`src/rtl/hilo_div_unit.sv`:
```
// Iterative restoring divider for div/divu: quotient to LO, remainder to HI.
// One quotient bit per cycle, with sign fix-up in a final cycle.
module hilo_div_unit #(
    parameter int WIDTH = 32,
    parameter int CNT_W = 6
) (
    input  logic             clk,
    input  logic             rst_n,
    input  logic             start,
    input  logic             is_signed,
    input  logic [WIDTH-1:0] dividend,
    input  logic [WIDTH-1:0] divisor,
    input  logic             cancel,
    output logic             busy,
    output logic             stall_req,
    output logic             done,
    output logic             hilo_we,
    output logic [WIDTH-1:0] hi_out,
    output logic [WIDTH-1:0] lo_out
);

    typedef enum logic [1:0] {IDLE, RUN, FIX} state_t;

    state_t           state;
    logic [WIDTH-1:0] rem;
    logic [WIDTH-1:0] quo;
    logic [WIDTH-1:0] dvsr;
    logic [CNT_W-1:0] cnt;
    logic             q_neg;
    logic             r_neg;
    logic             dbz;

    logic [WIDTH:0]   shifted;
    logic [WIDTH:0]   diff;
    logic [WIDTH-1:0] a_mag;
    logic [WIDTH-1:0] b_mag;

    always_comb begin
        shifted   = {rem, quo[WIDTH-1]};
        diff      = shifted - {1'b0, dvsr};
        a_mag     = (is_signed && dividend[WIDTH-1]) ? -dividend : dividend;
        b_mag     = (is_signed && divisor[WIDTH-1])  ? -divisor  : divisor;
        stall_req = busy | ((state == IDLE) & start & ~cancel);
        hilo_we   = done;
    end

    always_ff @(posedge clk or negedge rst_n) begin
        if (!rst_n) begin
            state  <= IDLE;
            rem    <= '0;
            quo    <= '0;
            dvsr   <= '0;
            cnt    <= '0;
            q_neg  <= 1'b0;
            r_neg  <= 1'b0;
            dbz    <= 1'b0;
            busy   <= 1'b0;
            done   <= 1'b0;
            hi_out <= '0;
            lo_out <= '0;
        end else begin
            done <= 1'b0;
            if (cancel) begin
                state <= IDLE;
                busy  <= 1'b0;
            end else begin
                case (state)
                    IDLE: begin
                        if (start) begin
                            rem   <= '0;
                            quo   <= a_mag;
                            dvsr  <= b_mag;
                            cnt   <= '0;
                            q_neg <= is_signed & (dividend[WIDTH-1] ^ divisor[WIDTH-1]);
                            r_neg <= is_signed & dividend[WIDTH-1];
                            dbz   <= (divisor == '0);
                            busy  <= 1'b1;
                            state <= RUN;
                        end
                    end
                    RUN: begin
                        // diff[WIDTH] set means the trial subtract went negative: restore
                        rem   <= diff[WIDTH] ? shifted[WIDTH-1:0] : diff[WIDTH-1:0];
                        quo   <= {quo[WIDTH-2:0], ~diff[WIDTH]};
                        cnt   <= cnt + CNT_W'(1);
                        // counter reaches WIDTH on this edge
                        if (cnt == CNT_W'(WIDTH - 1))
                            state <= FIX;
                    end
                    FIX: begin
                        // with a zero divisor the remainder path already yields the dividend
                        lo_out <= dbz ? '1 : (q_neg ? -quo : quo);
                        hi_out <= r_neg ? -rem : rem;
                        done   <= 1'b1;
                        busy   <= 1'b0;
                        state  <= IDLE;
                    end
                    default: state <= IDLE;
                endcase
            end
        end
    end

endmodule

```
`config.mk`:
```
export PLATFORM = sky130hd
export DESIGN_NAME = hilo_div_unit
export DESIGN_NICKNAME = d
export VERILOG_FILES = /design/src/rtl/hilo_div_unit.sv
export SDC_FILE = /design/constraint.sdc
export NUM_CORES = 1
export LEC_CHECK = 0
export ABC_AREA = 1
export CAP_MARGIN = 20
export CORE_MARGIN = 2
export CORE_UTILIZATION = 40
export DETAILED_ROUTE_END_ITERATION = 6
export GPL_TIMING_DRIVEN = 0
export SYNTH_ARGS = -nofsm -noshare
export SYNTH_HDL_FRONTEND = slang
export SYNTH_SLANG_ARGS = --single-unit
```
`constraint.sdc`:
```
create_clock -name clk -period 2.8 [get_ports clk]
set_input_delay 0.42 -clock clk [delete_from_list [all_inputs] [get_ports clk]]
set_output_delay 0.42 -clock clk [all_outputs]
set_load 0.02 [all_outputs]
```
==> impl_metrics.py <==
metrics = {
    "worst_setup_path": {
        "crit_type": "reg -> reg",
        "r2r_slack_ns": 0.21,
        "endpoint": "rem[26]$_DFFE_PN0P_",
        "reg2reg_from": "quo[31]$_DFFE_PN0P_",
        "endpoint_kind": "flip-flop",
        "path_max_fanout": 10,
        "cp.arrival_ns": 2.93,
        "start_kind": "flip-flop",
        "timing.rr.end": "rem[26]$_DFFE_PN0P_",
        "r2r_cells": 17,
        "critPathLaunch": "quo[31]$_DFFE_PN0P_",
        "cp.required_ns": 3.14,
    },
    "sta": {
        "hold_ws_ns": 0.4704,
        "relSlewSlack": 0.3835,
        "period_minus_slack_ns": 2.593,
        "max_freq_mhz": 385.7,
        "final_max_slew_viol_count": 0,
        "min_period_over_period": 0.9261,
        "setup_viol": 0,
        "worst_slack_ns": 0.2070,
        "tightest_slew_ns": 0.9197,
        "skew_ns": 0.01503,
        "rsz0062_at_grt": "no",
        "finalHoldViolCount": 0,
    },
    "placed_design": {
        "post-dp-hpwl_mm": 36.96,
        "dp.cells": 2676,
        "io_buffers": 136,
        "gp_congestion": 0.9635,
        "dp_worst_setup_slack_ns": -0.4223,
    },
    "pwr": {
        "seqPwrFrac": 0.257,
        "p_int_uw": 8299,
        "pwr-share-clk": 0.167,
        "p_per_area_mw_per_mm2": 1002,
        "swShare": 0.4809,
        "p_leak_uw": 0.008313,
        "vdd_drop_max_v": 0.0005341,
        "power_frac_comb": 0.575,
        "power_uw": 15990,
        "switchingPower_uw": 7688,
    },
    "cells_and_area": {
        "diodes": 0,
        "fin_cells": 2709,
        "fillerInstances": 3430,
        "drive_gt1_frac": 0.03970,
        "layout.nets": 2361,
        "finalCoreUtilization": 0.4880,
        "area_growth_pct": 19.54,
    },
    "synth": {
        "yosysWarningCount": 0,
        "ys_ff_latch": 173,
        "synth_edf_count": 0,
        "synth_largest_area_cell": "dfrtp_1",
        "synth_cell_types": 51,
        "synthesis.nets": 2204,
        "synth_area_leaders": "dfrtp_1 32%, nand2_1 18%, inv_1 8.8%",
        "synthCells": 2097,
        "synth_area_per_cell_um2": 6.366,
        "netlist.area_leader.share": 0.3243,
        "async_flop_share": 1.000,
        "syn_area_mm2": 0.01335,
        "synth_seq_area_share": 0.3243,
        "synthFlopType": "dfrtp_1",
    },
    "clock_network": {
        "cts_made_buffers": 17,
        "h-tree-depth": 4,
        "cts_num_sinks": 173,
        "cts-root-buf": "clkbuf_16",
        "cts_tree": "yes",
        "cts_max_path_buffers": 2,
        "clk_pin_slew_ns": 0.07,
        "clk_latency_ns": 0.45,
    },
    "floorplan": {
        "rows": 66,
        "dieHeight_um": 186.7,
        "core-area_mm2": 0.03270,
        "initial_core_util": 0.4082,
        "die_area_mm2": 0.03485,
        "ios": 137,
        "fp.dieW_um": 186.7,
    },
    "drt": {
        "drc": 0,
        "viasPerCell": 5.118,
        "wirelength_mm": 45.21,
        "wl_per_cell_um": 16.69,
        "ant_nets": 0,
        "num_vias": 13870,
        "dr.pass1.iters": 5,
        "drt_iter0_drc": 1192,
    },
    "outcome": {
        "status": "finished, final reports clean",
    },
    "global_route": {
        "grt_overflow": 0,
        "use_met2": 0.4015,
        "met1_usage": 0.3772,
        "grt_pass1_wl_mm": 72.10,
        "use_met3": 0.04025,
        "grt_max_degree": 121,
        "busiest_layer": "met2",
        "grt_pass1_vias": 13270,
        "track_usage": 0.2618,
        "antenna_found_initial": 0,
    },
    "min_path": {
        "hp-class": "in -> async",
    },
    "job": {
        "maxCapViolations": 0,
    },
}
layer usage:
metal	part of all wire	up-vias
met5	0	-
li1	-	7008
met1	0.49	6382
met4	0.028	0
met2	0.42	407
met3	0.058	69
flip-flops by register name, indices dropped and copies added (netlist names):
| register | cells |
|---|---|
| dbz | 1 |
| r_neg | 1 |
| hi_out | 32 |
| rem | 32 |
| quo | 32 |
| busy | 1 |
| cnt | 6 |
| done | 1 |
| state | 2 |
| dvsr | 32 |
| q_neg | 1 |
| lo_out | 32 |
worst max-delay path, stage by stage, from the launching register on:
cell and delay, ns:
dfrtp_1 0.42, inv_1 0.11, ha_1 0.24, fa_1 0.40, inv_1 0.09, nand2_1 0.05, nand2_1 0.07, nand3_1 0.09
nand2_2 0.14, nand2_2 0.08, nand2_4 0.08, nand2_4 0.06, nand3_2 0.08, buf_4 0.18, buf_6 0.17, nand3_1 0.10
nand3_1 0.09, nand2_1 0.05
Yosys cell counts, types with 7 or more instances:
cell type / n
xnor2_1: 17
dfrtp_1: 173
ha_1: 37
o22a_1: 9
clkbuf_1: 42
a21oi_1: 82
xor2_1: 57
nand4_1: 27
nor3_1: 26
o21ai_0: 139
buf_2: 12
nand2_2: 7
o211ai_1: 16
nand3_1: 209
nor2_1: 187
inv_1: 312
nand2_1: 653
o22ai_1: 9
layout make-up:
| class | count | area, um2 | area share |
|---|---|---|---|
| multi-input cells | 1542 | 7533 | 0.4720 |
| flip-flops and latches | 173 | 4329 | 0.2713 |
| repair buffers | 139 | 1411 | 0.08844 |
| inverters | 318 | 1194 | 0.07479 |
| well taps | 442 | 553.0 | 0.03465 |
| clock buffers | 19 | 442.9 | 0.02775 |
| plain buffers | 63 | 296.5 | 0.01858 |
| clock inverters | 13 | 198.9 | 0.01247 |
kinds of logic after synthesis:
| family | share of synthesized area |
|---|---|
| xor+xnor | 0.04855 |
| flops | 0.3243 |
| compound gates | 0.1211 |
| buf+inv | 0.1116 |
| fa+ha+maj | 0.03618 |
| simple gates | 0.3583 |
layout by cell type, fill, tap and decap left out, types with 8 or more instances in the layout:
master / n
nand2_2: 8
clkbuf_16: 17
o22a_1: 9
nand4_1: 27
xnor2_1: 17
inv_1: 312
nor3_1: 26
clkdlybuf4s50_1: 135
nand3_1: 209
o22ai_1: 9
xor2_1: 57
o21ai_0: 139
a21oi_1: 82
ha_1: 37
o211ai_1: 16
clkbuf_1: 41
dfrtp_1: 173
nor2_1: 187
buf_2: 12
nand2_1: 652
power by group through the flow:
stage          sequential [uW]  clock, uW  combinational [uW]
2_1_floorplan             4410          0                5760
3_3_place_gp              4130          0                9000
3_5_place_dp              4140          0                9100
4_1_cts                   4100       2710                9140
5_1_grt                   4230       2810               10300
6_report                  4110       2670                9200
how the worst min path moves through the flow:
stage,start,endpoint,cells after the start
2_1_floorplan,rst_n,busy$_DFFE_PN0P_,0
3_3_place_gp,hi_out[27]$_DFFE_PN0P_,hi_out[27]$_DFFE_PN0P_,2
3_5_place_dp,rst_n,cnt[5]$_DFFE_PN0P_,1
4_1_cts,rst_n,cnt[5]$_DFFE_PN0P_,2
5_1_grt,rst_n,cnt[5]$_DFFE_PN0P_,2
6_report,rst_n,cnt[5]$_DFFE_PN0P_,2
what timing repair did:
action                                  4_1_cts  5_1_grt
resized for setup                             3        0
hold endpoints to repair                     53        0
setup buffers                                 1        0
endpoints found under the setup margin        1        0
hold buffers                                  1        0
metrics by stage:
| step | area, um2 | setup TNS (ns) |
|---|---|---|
| 4_1_cts | 15960 | 0 |
| 2_1_floorplan | 13350 | 0 |
| 6_report | 15960 | 0 |
| 3_5_place_dp | 15300 | -3.227 |
| 3_3_place_gp | 15260 | -1039.65 |
| 5_1_grt | 15960 | 0 |
(Power assumes the default switching activity.)
==> RTL edit, RTL diff (same settings) <==
Set the parameter `CNT_W` to 8 (it was 6).
--- a/src/rtl/hilo_div_unit.sv
+++ b/src/rtl/hilo_div_unit.sv
@@ -2,7 +2,7 @@
 // One quotient bit per cycle, with sign fix-up in a final cycle.
 module hilo_div_unit #(
     parameter int WIDTH = 32,
-    parameter int CNT_W = 6
+    parameter int CNT_W = 8
 ) (
     input  logic             clk,
     input  logic             rst_n,
Behaviour: same outputs for any inputs over 4 cycles, from zero or initial values and one cycle with rst_n low; that may be too few to reach the edited logic, so the function may still have changed.
==> RTL edit against the original RTL <==
The run now ends with negative hold slack left; via count up 0.90%; wire length shrank 1.4%; synthesized area grew 0.78%; worst setup slack improved by 0.00057 ns; power increased by 0.39%; final area increased by 0.68%; sequential cell count increased by 2; final cell count about the same; critical path depth stayed put; critical path type unchanged; critical endpoint is now rem[6]; largest cell class unchanged; largest power group unchanged; highest routed layer unchanged.
==> RTL edit: results (changes against the original RTL) <==
nNonClkInverters: 321  # +0.94%
post_drt_wl_per_cell_um: 16.5  # -1.4%
multi_input_area_share: 0.471  # -0.000783
hold_viol_final: 30  # +30
track_usage: 0.255  # -0.00672
syn_nets: 2196  # -0.36%
layout-drive-gt1-share: 0.0496  # +0.00988
grt_pass1_vias: 13127  # -1.1%
p_leak_nw: 8.34  # +0.36%
routed_via_density: 5.17  # +0.98%
whs_ns: -0.0270  # -0.497 ns
bufAreaShareNonClock: 0.107  # about the same
syn_avg_cell_area_um2: 6.44  # +1.2%
cts_resized: 5  # +2
status: "finished, violations left"
clock_skew_ns: 0.0171  # +0.00205 ns
synth.distinct_cells: 46  # -9.8%
first_pass_iters: 6  # +1
multi_input_comb_cells: 1527  # -0.97%
final_area_mm2: 0.0161  # +0.68%
gp_congestion: 0.940  # -2.5%
critPathMaxStageDelay_ns: 0.46  # +0.04 ns
grt_pass1_wl_um: 71000  # -1.6%
nFillCells: 3552  # +3.6%
violations: "negative hold slack"
nNonClkBuffers: 204  # +0.99%
synth_area_mm2: 0.0135  # +0.78%
-- RTL edit: changes by cell type after synthesis, sizes merged, moves of 3 or more --
cell    delta
nand2     -19
nor2      -14
or2        +7
xor2       +6
buf        +4
nand3      -4
o21ai      +4
a21oi      -3
clkinv     +3
nand3b     +3
nand4      +3
xnor2      -3
-- RTL edit: kinds of logic after synthesis --
| kind of cell | Yosys count | synth area share |
|---|---|---|
| and+or+nand+nor | 1119 | 0.354 |
| buffers and inverters | 387 | 0.112 |
| DFF | 175 | 0.325 |
| adders and majority gates | 38 | 0.0359 |
| xor gates and xnor gates | 77 | 0.0501 |
| AOI/OAI and AO/OA | 293 | 0.122 |
-- RTL edit: per-layer routing --
layer / global-route usage / vias up / part of all wire
li1: - / 6980 / -
met1: 0.395 / 6532 / 0.51
met2: 0.378 / 443 / 0.41
met3: 0.0341 / 36 / 0.063
met4: 0.0509 / 0 / 0.011
met5: 0 / - / 0
